`src/rtl/restoring_divider.sv`:
```
// Multi-cycle restoring divider that produces one quotient bit per clock, with a start/busy/done handshake.
// Defining DIVIDER_SIGNED_EN enables two's-complement operands and a FIX state that restores the result signs.
module subtractor #(
  parameter int W = 9
) (
  input  logic [W-1:0] i_minuend,
  input  logic [W-1:0] i_subtrahend,
  output logic [W-1:0] o_difference,
  output logic         o_borrow
);
  assign {o_borrow, o_difference} = {1'b0, i_minuend} - {1'b0, i_subtrahend};
endmodule

module restoring_divider #(
  parameter int N = 8
) (
  input  logic         i_clock,
  input  logic         i_reset_n,
  input  logic         i_start,
  input  logic [N-1:0] i_dividend,
  input  logic [N-1:0] i_divisor,
  output logic         o_busy,
  output logic         o_done,
  output logic [N-1:0] o_quotient,
  output logic [N-1:0] o_remainder,
  output logic         o_div_by_zero
);
  localparam int CW = $clog2(N + 1);

`ifdef DIVIDER_SIGNED_EN
  typedef enum logic [1:0] {S_IDLE, S_RUN, S_FIX} state_t;
`else
  typedef enum logic [0:0] {S_IDLE, S_RUN} state_t;
`endif

  state_t        r_state, w_next;
  logic [N-1:0]  r_rem, r_q, r_div;
  logic [CW-1:0] r_cnt;
  logic          r_dz;
  logic [N:0]    w_t, w_diff;
  logic          w_borrow, w_take, w_last, w_accept;
  logic [N-1:0]  w_rem_nxt, w_q_nxt, w_dd_ld, w_dv_ld;
`ifdef DIVIDER_SIGNED_EN
  logic          r_neg_q, r_neg_r;
`endif

  assign o_busy   = (r_state != S_IDLE);
  assign w_accept = i_start & ~o_busy;
  assign w_last   = (r_cnt == CW'(N - 1));
  assign w_t      = {r_rem, r_q[N-1]};

  subtractor #(.W(N + 1)) u_sub (
    .i_minuend   (w_t),
    .i_subtrahend({1'b0, r_div}),
    .o_difference(w_diff),
    .o_borrow    (w_borrow)
  );

  // Without a borrow the difference is below the divisor, so bit N is always clear.
  assign w_take    = ~w_borrow & ~w_diff[N];
  assign w_rem_nxt = w_take ? w_diff[N-1:0] : w_t[N-1:0];
  assign w_q_nxt   = {r_q[N-2:0], w_take};

`ifdef DIVIDER_SIGNED_EN
  // A zero divisor keeps the raw dividend because it is returned as the remainder.
  assign w_dd_ld = (i_dividend[N-1] && (i_divisor != '0)) ? -i_dividend : i_dividend;
  assign w_dv_ld = i_divisor[N-1] ? -i_divisor : i_divisor;
`else
  assign w_dd_ld = i_dividend;
  assign w_dv_ld = i_divisor;
`endif

  always_ff @(posedge i_clock or negedge i_reset_n) begin
    if (!i_reset_n) r_state <= S_IDLE;
    else            r_state <= w_next;
  end

  always_comb begin
    w_next = r_state;
    case (r_state)
      S_IDLE: if (w_accept) w_next = S_RUN;
`ifdef DIVIDER_SIGNED_EN
      S_RUN:  if (r_dz) w_next = S_IDLE;
              else if (w_last) w_next = S_FIX;
      S_FIX:  w_next = S_IDLE;
`else
      S_RUN:  if (r_dz || w_last) w_next = S_IDLE;
`endif
      default: w_next = S_IDLE;
    endcase
  end

  always_ff @(posedge i_clock or negedge i_reset_n) begin
    if (!i_reset_n) begin
      r_rem         <= '0;
      r_q           <= '0;
      r_div         <= '0;
      r_cnt         <= '0;
      r_dz          <= 1'b0;
      o_done        <= 1'b0;
      o_quotient    <= '0;
      o_remainder   <= '0;
      o_div_by_zero <= 1'b0;
`ifdef DIVIDER_SIGNED_EN
      r_neg_q       <= 1'b0;
      r_neg_r       <= 1'b0;
`endif
    end else begin
      o_done <= 1'b0;
      case (r_state)
        S_IDLE: if (w_accept) begin
          o_quotient    <= '0;
          o_remainder   <= '0;
          o_div_by_zero <= 1'b0;
          r_rem         <= '0;
          r_cnt         <= '0;
          r_q           <= w_dd_ld;
          r_div         <= w_dv_ld;
          r_dz          <= (i_divisor == '0);
`ifdef DIVIDER_SIGNED_EN
          r_neg_q       <= i_dividend[N-1] ^ i_divisor[N-1];
          r_neg_r       <= i_dividend[N-1];
`endif
        end
        S_RUN: if (r_dz) begin
          o_quotient    <= '1;
          o_remainder   <= r_q;
          o_div_by_zero <= 1'b1;
          o_done        <= 1'b1;
        end else begin
          r_rem <= w_rem_nxt;
          r_q   <= w_q_nxt;
          r_cnt <= r_cnt + 1'b1;
`ifndef DIVIDER_SIGNED_EN
          if (w_last) begin
            o_quotient  <= w_q_nxt;
            o_remainder <= w_rem_nxt;
            o_done      <= 1'b1;
          end
`endif
        end
`ifdef DIVIDER_SIGNED_EN
        S_FIX: begin
          o_quotient  <= r_neg_q ? -r_q : r_q;
          o_remainder <= r_neg_r ? -r_rem : r_rem;
          o_done      <= 1'b1;
        end
`endif
        default: ;
      endcase
    end
  end
endmodule

```
`config.mk`:
```
export PLATFORM = sky130hd
export DESIGN_NAME = restoring_divider
export DESIGN_NICKNAME = d
export VERILOG_FILES = /design/src/rtl/restoring_divider.sv
export SDC_FILE = /design/constraint.sdc
export NUM_CORES = 1
export LEC_CHECK = 0
export BUFFER_PORTS_ARGS = -buffer_cell sky130_fd_sc_hd__buf_2
export CORE_UTILIZATION = 30
export CTS_BUF_LIST = sky130_fd_sc_hd__clkbuf_16
export CTS_CLUSTER_SIZE = 12
export DETAILED_ROUTE_END_ITERATION = 8
export PLACE_DENSITY = 0.54
export SLEW_MARGIN = 20
export SYNTH_ARGS = -nofsm -noshare
export SYNTH_HDL_FRONTEND = slang
export SYNTH_SLANG_ARGS = --single-unit
```
`constraint.sdc`:
```
create_clock -name i_clock -period 5.2 [get_ports i_clock]
set_clock_uncertainty 0.2 [all_clocks]
set_input_delay 0.26 -clock i_clock [delete_from_list [all_inputs] [get_ports i_clock]]
set_output_delay 0.26 -clock i_clock [all_outputs]
set_load 0.03 [all_outputs]
```
=== Word level (Yosys, flattened, before mapping) ===
Index checks and enable logic that the tools add are counted.

* Flip-flop bits (word level): 48
* Bits of input ports: 19
* Output and inout port bits: 19
* Logic and storage cells: 53

* Add/subtract/negate cells: 2
* Eq/ne operators: 5
* Muxes and demuxes: 25
* Bitwise gates (word level): 5
* Reductions and logical operators: 6

{| class="wikitable"
|+ Operator list
! operator !! number
|-
| 8-bit two-way mux || 9
|-
| 8-bit case mux with 2 select lines || 4
|-
| 9-bit by 8-bit subtractor with 10-bit output || 1
|-
| 8-bit logical NOT || 1
|-
| 4-bit two-way mux || 2
|-
| 4-bit case mux with 2 select lines || 1
|-
| 2-bit AND reduction || 4
|-
| 1-bit two-way mux || 7
|-
| 4-bit by 1-bit adder with 4-bit output (second input constant) || 1
|-
| 4-bit by 3-bit == test with 1-bit output (second input constant) || 1
|-
| 2-bit inequality test (second input constant) || 2
|-
| 1-bit case mux with 2 select lines || 2
|-
| 3-bit by 1-bit inequality test with 1-bit output (second input constant) || 1
|-
| 1-bit NOT || 3
|-
| 1-bit bitwise AND || 2
|-
| 2-bit by 1-bit inequality test with 1-bit output (second input constant) || 1
|-
| 1-bit logical OR || 1
|}

=== Longest topological paths before layout ===
* Word-level depth: 7
* Gate-level depth with buffers: 10
* Depth with buffers taken out: 10

=== Cells and area by module ===
Synthesis repeated with hierarchy kept, for this count alone.

* Cell total of the unflattened synthesis: 256
* Area, all modules: 2636.3 um^2

{| class="wikitable"
|+ Modules (own cells, without submodules)
! module !! times used !! cells each !! area each (um^2) !! sequential area each (um^2)
|-
| restoring_divider || 1 || 206 || 2267.2 || 1201.2
|-
| subtractor || 1 || 50 || 369.1 || 0.0
|}

=== Worst setup path before layout ===
Ideal clock, no wire load.

* Kind: reg-to-reg
* From: register r_q[7]
* To: register o_remainder[0]
* Arrival: 2.340 ns
* Data required time: 4.918 ns
* Path slack: 2.579 ns
* Cell stages (with the launch flop): 11
* Path buffers: 0
* Clock period less this slack: 2.621 ns
* Cells stage by stage: dfrtp_1 -> inv_1 -> ha_1 -> fa_1 -> nor2b_4 -> o31a_1 -> o41ai_4 -> xor2_2 -> nor2_4 -> mux2_4 -> o21ai_1

* Word-level cells in the longest chain between the ends: 7

{| class="wikitable"
|+ RTL lines
! item !! RTL line !! RTL
|-
| start, declared || 37 || <nowiki>logic [N-1:0] r_rem, r_q, r_div;</nowiki>
|-
| start signal, assigned || 117 || <nowiki>r_q <= w_dd_ld;</nowiki>
|-
| start signal, assigned || 132 || <nowiki>r_q <= w_q_nxt;</nowiki>
|-
| 9-bit by 8-bit subtractor with 10-bit output || 11 || <nowiki>assign {o_borrow, o_difference} = {1'b0, i_minuend} - {1'b0, i_subtrahend};</nowiki>
|-
| 1-bit NOT || 60 || <nowiki>assign w_take = ~w_borrow & ~w_diff[N];</nowiki>
|-
| 1-bit bitwise AND || 60 ||
|-
| 8-bit two-way mux (*) || 61 || <nowiki>assign w_rem_nxt = w_take ? w_diff[N-1:0] : w_t[N-1:0];</nowiki>
|-
| 8-bit two-way mux (*) || 135 || <nowiki>if (w_last) begin</nowiki>
|-
| 8-bit two-way mux (*) || 125 || <nowiki>S_RUN: if (r_dz) begin</nowiki>
|-
| 8-bit case mux with 2 select lines (*) || 110 || <nowiki>case (r_state)</nowiki>
|-
| end signal, assigned || 127 || <nowiki>o_remainder <= r_q;</nowiki>
|-
| end signal, assigned || 137 || <nowiki>o_remainder <= w_rem_nxt;</nowiki>
|-
| end, declared || 25 || <nowiki>output logic [N-1:0] o_remainder,</nowiki>
|}

Mark *: on every way between the ends. The rest lies on a longest branch, timed or not. The select of a mux whose other input is x is not followed.
A chain may end at the register's enable or synchronous reset.

=== Final worst setup path ===
Same ends and word-level chain as after synthesis.

==> results.py <==
metrics = {
    "synthesis": {
        "synthFlopType": "dfrtp_1",
        "ys_ff_latch": 48,
        "syn_area_um2": 2420,
        "syn_nets": 276,
        "yosysSeqAreaShare_pct": 49.6,
        "synth_cells": 247,
        "yosysWarnings": 0,
        "async_flop_share_pct": 100,
        "synth.avg_cell_area_um2": 9.81,
        "synth-edff-count": 0,
        "yosysUniqueCellTypes": 36,
    },
    "layout": {
        "final_common_cell": "dfrtp_1",
        "multi_input_area_um2": 1140,
        "seqCellArea_um2": 1200,
        "n_fill_cell": 825,
        "fin_cells": 394,
        "layout_common_cells": "48 x dfrtp_1, 45 x o21ai_1, 37 x nand2_1",
        "antenna_cells": 0,
        "layout.nets": 320,
        "synthToLayoutAreaGrowth_pct": 22.2,
        "drive_above_1_share_pct": 18.5,
    },
    "timing": {
        "period_needed_ps": 2810,
        "setup_viol": 0,
        "worst_pin_slew_ps": 793,
        "drv_slew": 0,
        "hold_viol_final": 0,
        "finalSetupTns_ps": 0,
        "rsz0062_at_grt": "no",
        "max_slew_margin_pct": 47.1,
        "max_freq_mhz": 355,
        "finalWorstSetupSlack_ps": 2390,
        "period_share_pct": 54.1,
    },
    "cts": {
        "numCtsBuffers": 5,
        "cts_max_path_buffers": 2,
        "htreeDepth": 2,
        "cts_tree": "done",
        "clk-insertion-delay-late_ps": 290,
        "cts_num_sinks": 48,
        "cts.clk_slew.worst_paths_ps": 60,
        "root_buffer": "clkbuf_16",
    },
    "placed_design": {
        "io_buffers": 37,
        "dpl.cell_count": 379,
        "gp_congestion": 0.823,
        "dp_hpwl_mm": 3.83,
        "place_worst_setup_slack_ps": 2400,
    },
    "power_and_ir_drop": {
        "ir_drop_mv": 0.212,
        "powerDensity_nw_per_um2": 739,
        "p_leak_nw": 1.39,
    },
    "grt": {
        "grt-ovfl-total": 0,
        "grt_pass1_wl_mm": 9.12,
        "grt_use_total_pct": 13.8,
        "antenna_found_initial": 0,
        "grt_max_degree": 49,
        "grt_pass1_vias": 1844,
    },
    "worst_setup_path": {
        "critical_path_class": "register to register",
        "crit_chain": "inv_1, ha_1, fa_1, nor2b_4, o31a_1, o41ai_4, xor2_2, nor2_4, mux2_4, o21ai_1",
        "endpoint_kind": "register",
        "cp_max_fo": 10,
        "slowest_delay_ps": 390,
        "cp.required_ps": 5200,
        "startpoint_type": "register",
        "cp_data_arrival_time_ps": 2820,
        "slowest_stage": "dfrtp_1",
    },
    "flow_run": {
        "cap_violations": 0,
    },
    "outcome": {
        "status": "completed",
    },
    "die": {
        "core_um2": 7770,
        "io_pins": 38,
        "start_util_pct": 31.2,
        "die_area_um2": 8440,
        "rows": 32,
        "die_h_um": 91.9,
        "chipWidth_um": 91.9,
    },
    "detailed_routing": {
        "first_pass_iters": 4,
        "drt-initial-drc-count": 66,
        "ant_nets": 0,
        "wl_per_cell_um": 13.7,
        "vias": 1864,
        "wl_mm": 5.39,
        "drc_errors": 0,
        "vias_per_cell": 4.73,
    },
    "hold_path": {
        "hp-class": "input port to register",
    },
}
-- power by group --
group	internal, mW	switching (mW)
registers	0.533	0.132
clock network	0.226	0.141
logic	0.493	0.663
-- synthesized netlist by cell type, types with 2 or more instances --
| master | instances | area, um2 |
|---|---|---|
| dfrtp_1 | 48 | 1200 |
| o21ai_1 | 45 | 225 |
| nand2_1 | 37 | 139 |
| mux2i_1 | 14 | 140 |
| inv_1 | 11 | 41.3 |
| o21ai_0 | 11 | 55.1 |
| nor2_1 | 10 | 37.5 |
| ha_1 | 9 | 113 |
| a22oi_1 | 8 | 60.1 |
| clkbuf_1 | 8 | 30.0 |
| xnor2_1 | 6 | 52.6 |
| o21a_1 | 5 | 37.5 |
| a21oi_1 | 3 | 15.0 |
| nand3_1 | 3 | 15.0 |
| nor2b_1 | 3 | 18.8 |
| buf_1 | 2 | 7.51 |
| mux2_4 | 2 | 30.0 |
| nand2b_1 | 2 | 12.5 |
| nor4_1 | 2 | 12.5 |
| o22ai_1 | 2 | 12.5 |
-- layout make-up --
cell class | count | share of cell area [%]
multi-input cells | 178 | 38.6
well taps | 102 | 4.31
clock buffers | 5 | 4.22
inverters | 11 | 1.39
flip-flops and latches | 48 | 40.6
clock inverters | 3 | 1.44
repair buffers | 47 | 9.46
-- through the flow --
stage | power, mW | area [um2] | hold slack [ps] | utilization [%]
2_1_floorplan | 1.56 | 2420 | -236 | -
3_3_place_gp | 1.82 | 2720 | 261 | 35.0
3_5_place_dp | 1.83 | 2720 | 264 | 35.0
4_1_cts | 2.21 | 2950 | 0.687 | 38.0
5_1_grt | 2.37 | 2960 | 25.0 | 38.1
6_report | 2.19 | 2960 | 2.77 | 38.1
-- worst paths after layout --
check | to | slack [ps] | cells after the start | start
max | o_remainder[0] | 2390 | 10 | r_q[7]
max in group asynchronous | r_rem[7] | 4040 | 2 | i_reset_n
max reg2reg | o_remainder[0] | 2390 | 10 | r_q[7]
min | r_div[3] | 3 | 3 | i_divisor[3]
min reg2reg | r_cnt[3] | 280 | 1 | r_cnt[3]
min in group asynchronous | o_quotient[6] | 330 | 2 | i_reset_n
-- state kept, by name, indices dropped and copies added, names as in the netlist --
| register | flops |
|---|---|
| r_dz | 1 |
| o_div_by_zero | 1 |
| o_remainder | 8 |
| r_q | 8 |
| r_cnt | 4 |
| r_rem | 8 |
| o_done | 1 |
| r_div | 8 |
| o_quotient | 8 |
| o_busy | 1 |
-- routing by layer --
layer	track usage, %	part of all wire [%]	up-vias
met4	3.91	0.85	0
met2	20.1	41	38
met5	0	0	-
met1	20.4	54	865
met3	2.99	4.0	5
li1	-	-	956
-- logic make-up after synthesis --
family / after synthesis / synth area share [%]
AO/OA/AOI/OAI: 82 / 20.1
AND/OR/NAND/NOR: 63 / 11.7
flip-flops: 48 / 49.6
buffers and inverters: 21 / 3.25
multiplexers: 16 / 7.02
adder cells (fa/ha/maj): 10 / 5.47
XOR/XNOR: 7 / 2.84
-- worst max-delay path: cells and delay by family (launching register included) --
family	cells	cell delay (ps)
compound gates	3	760
fa+ha+maj	2	450
flops	1	390
simple gates	2	370
mux	1	340
xor+xnor	1	130
buf+inv	1	80
-- what timing repair did --
action	CTS	global route
setup buffers	0	0
endpoints found under the hold margin	6	48
hold buffers	6	1
resized for setup	0	0
Power figures use the tool's default switching activity.
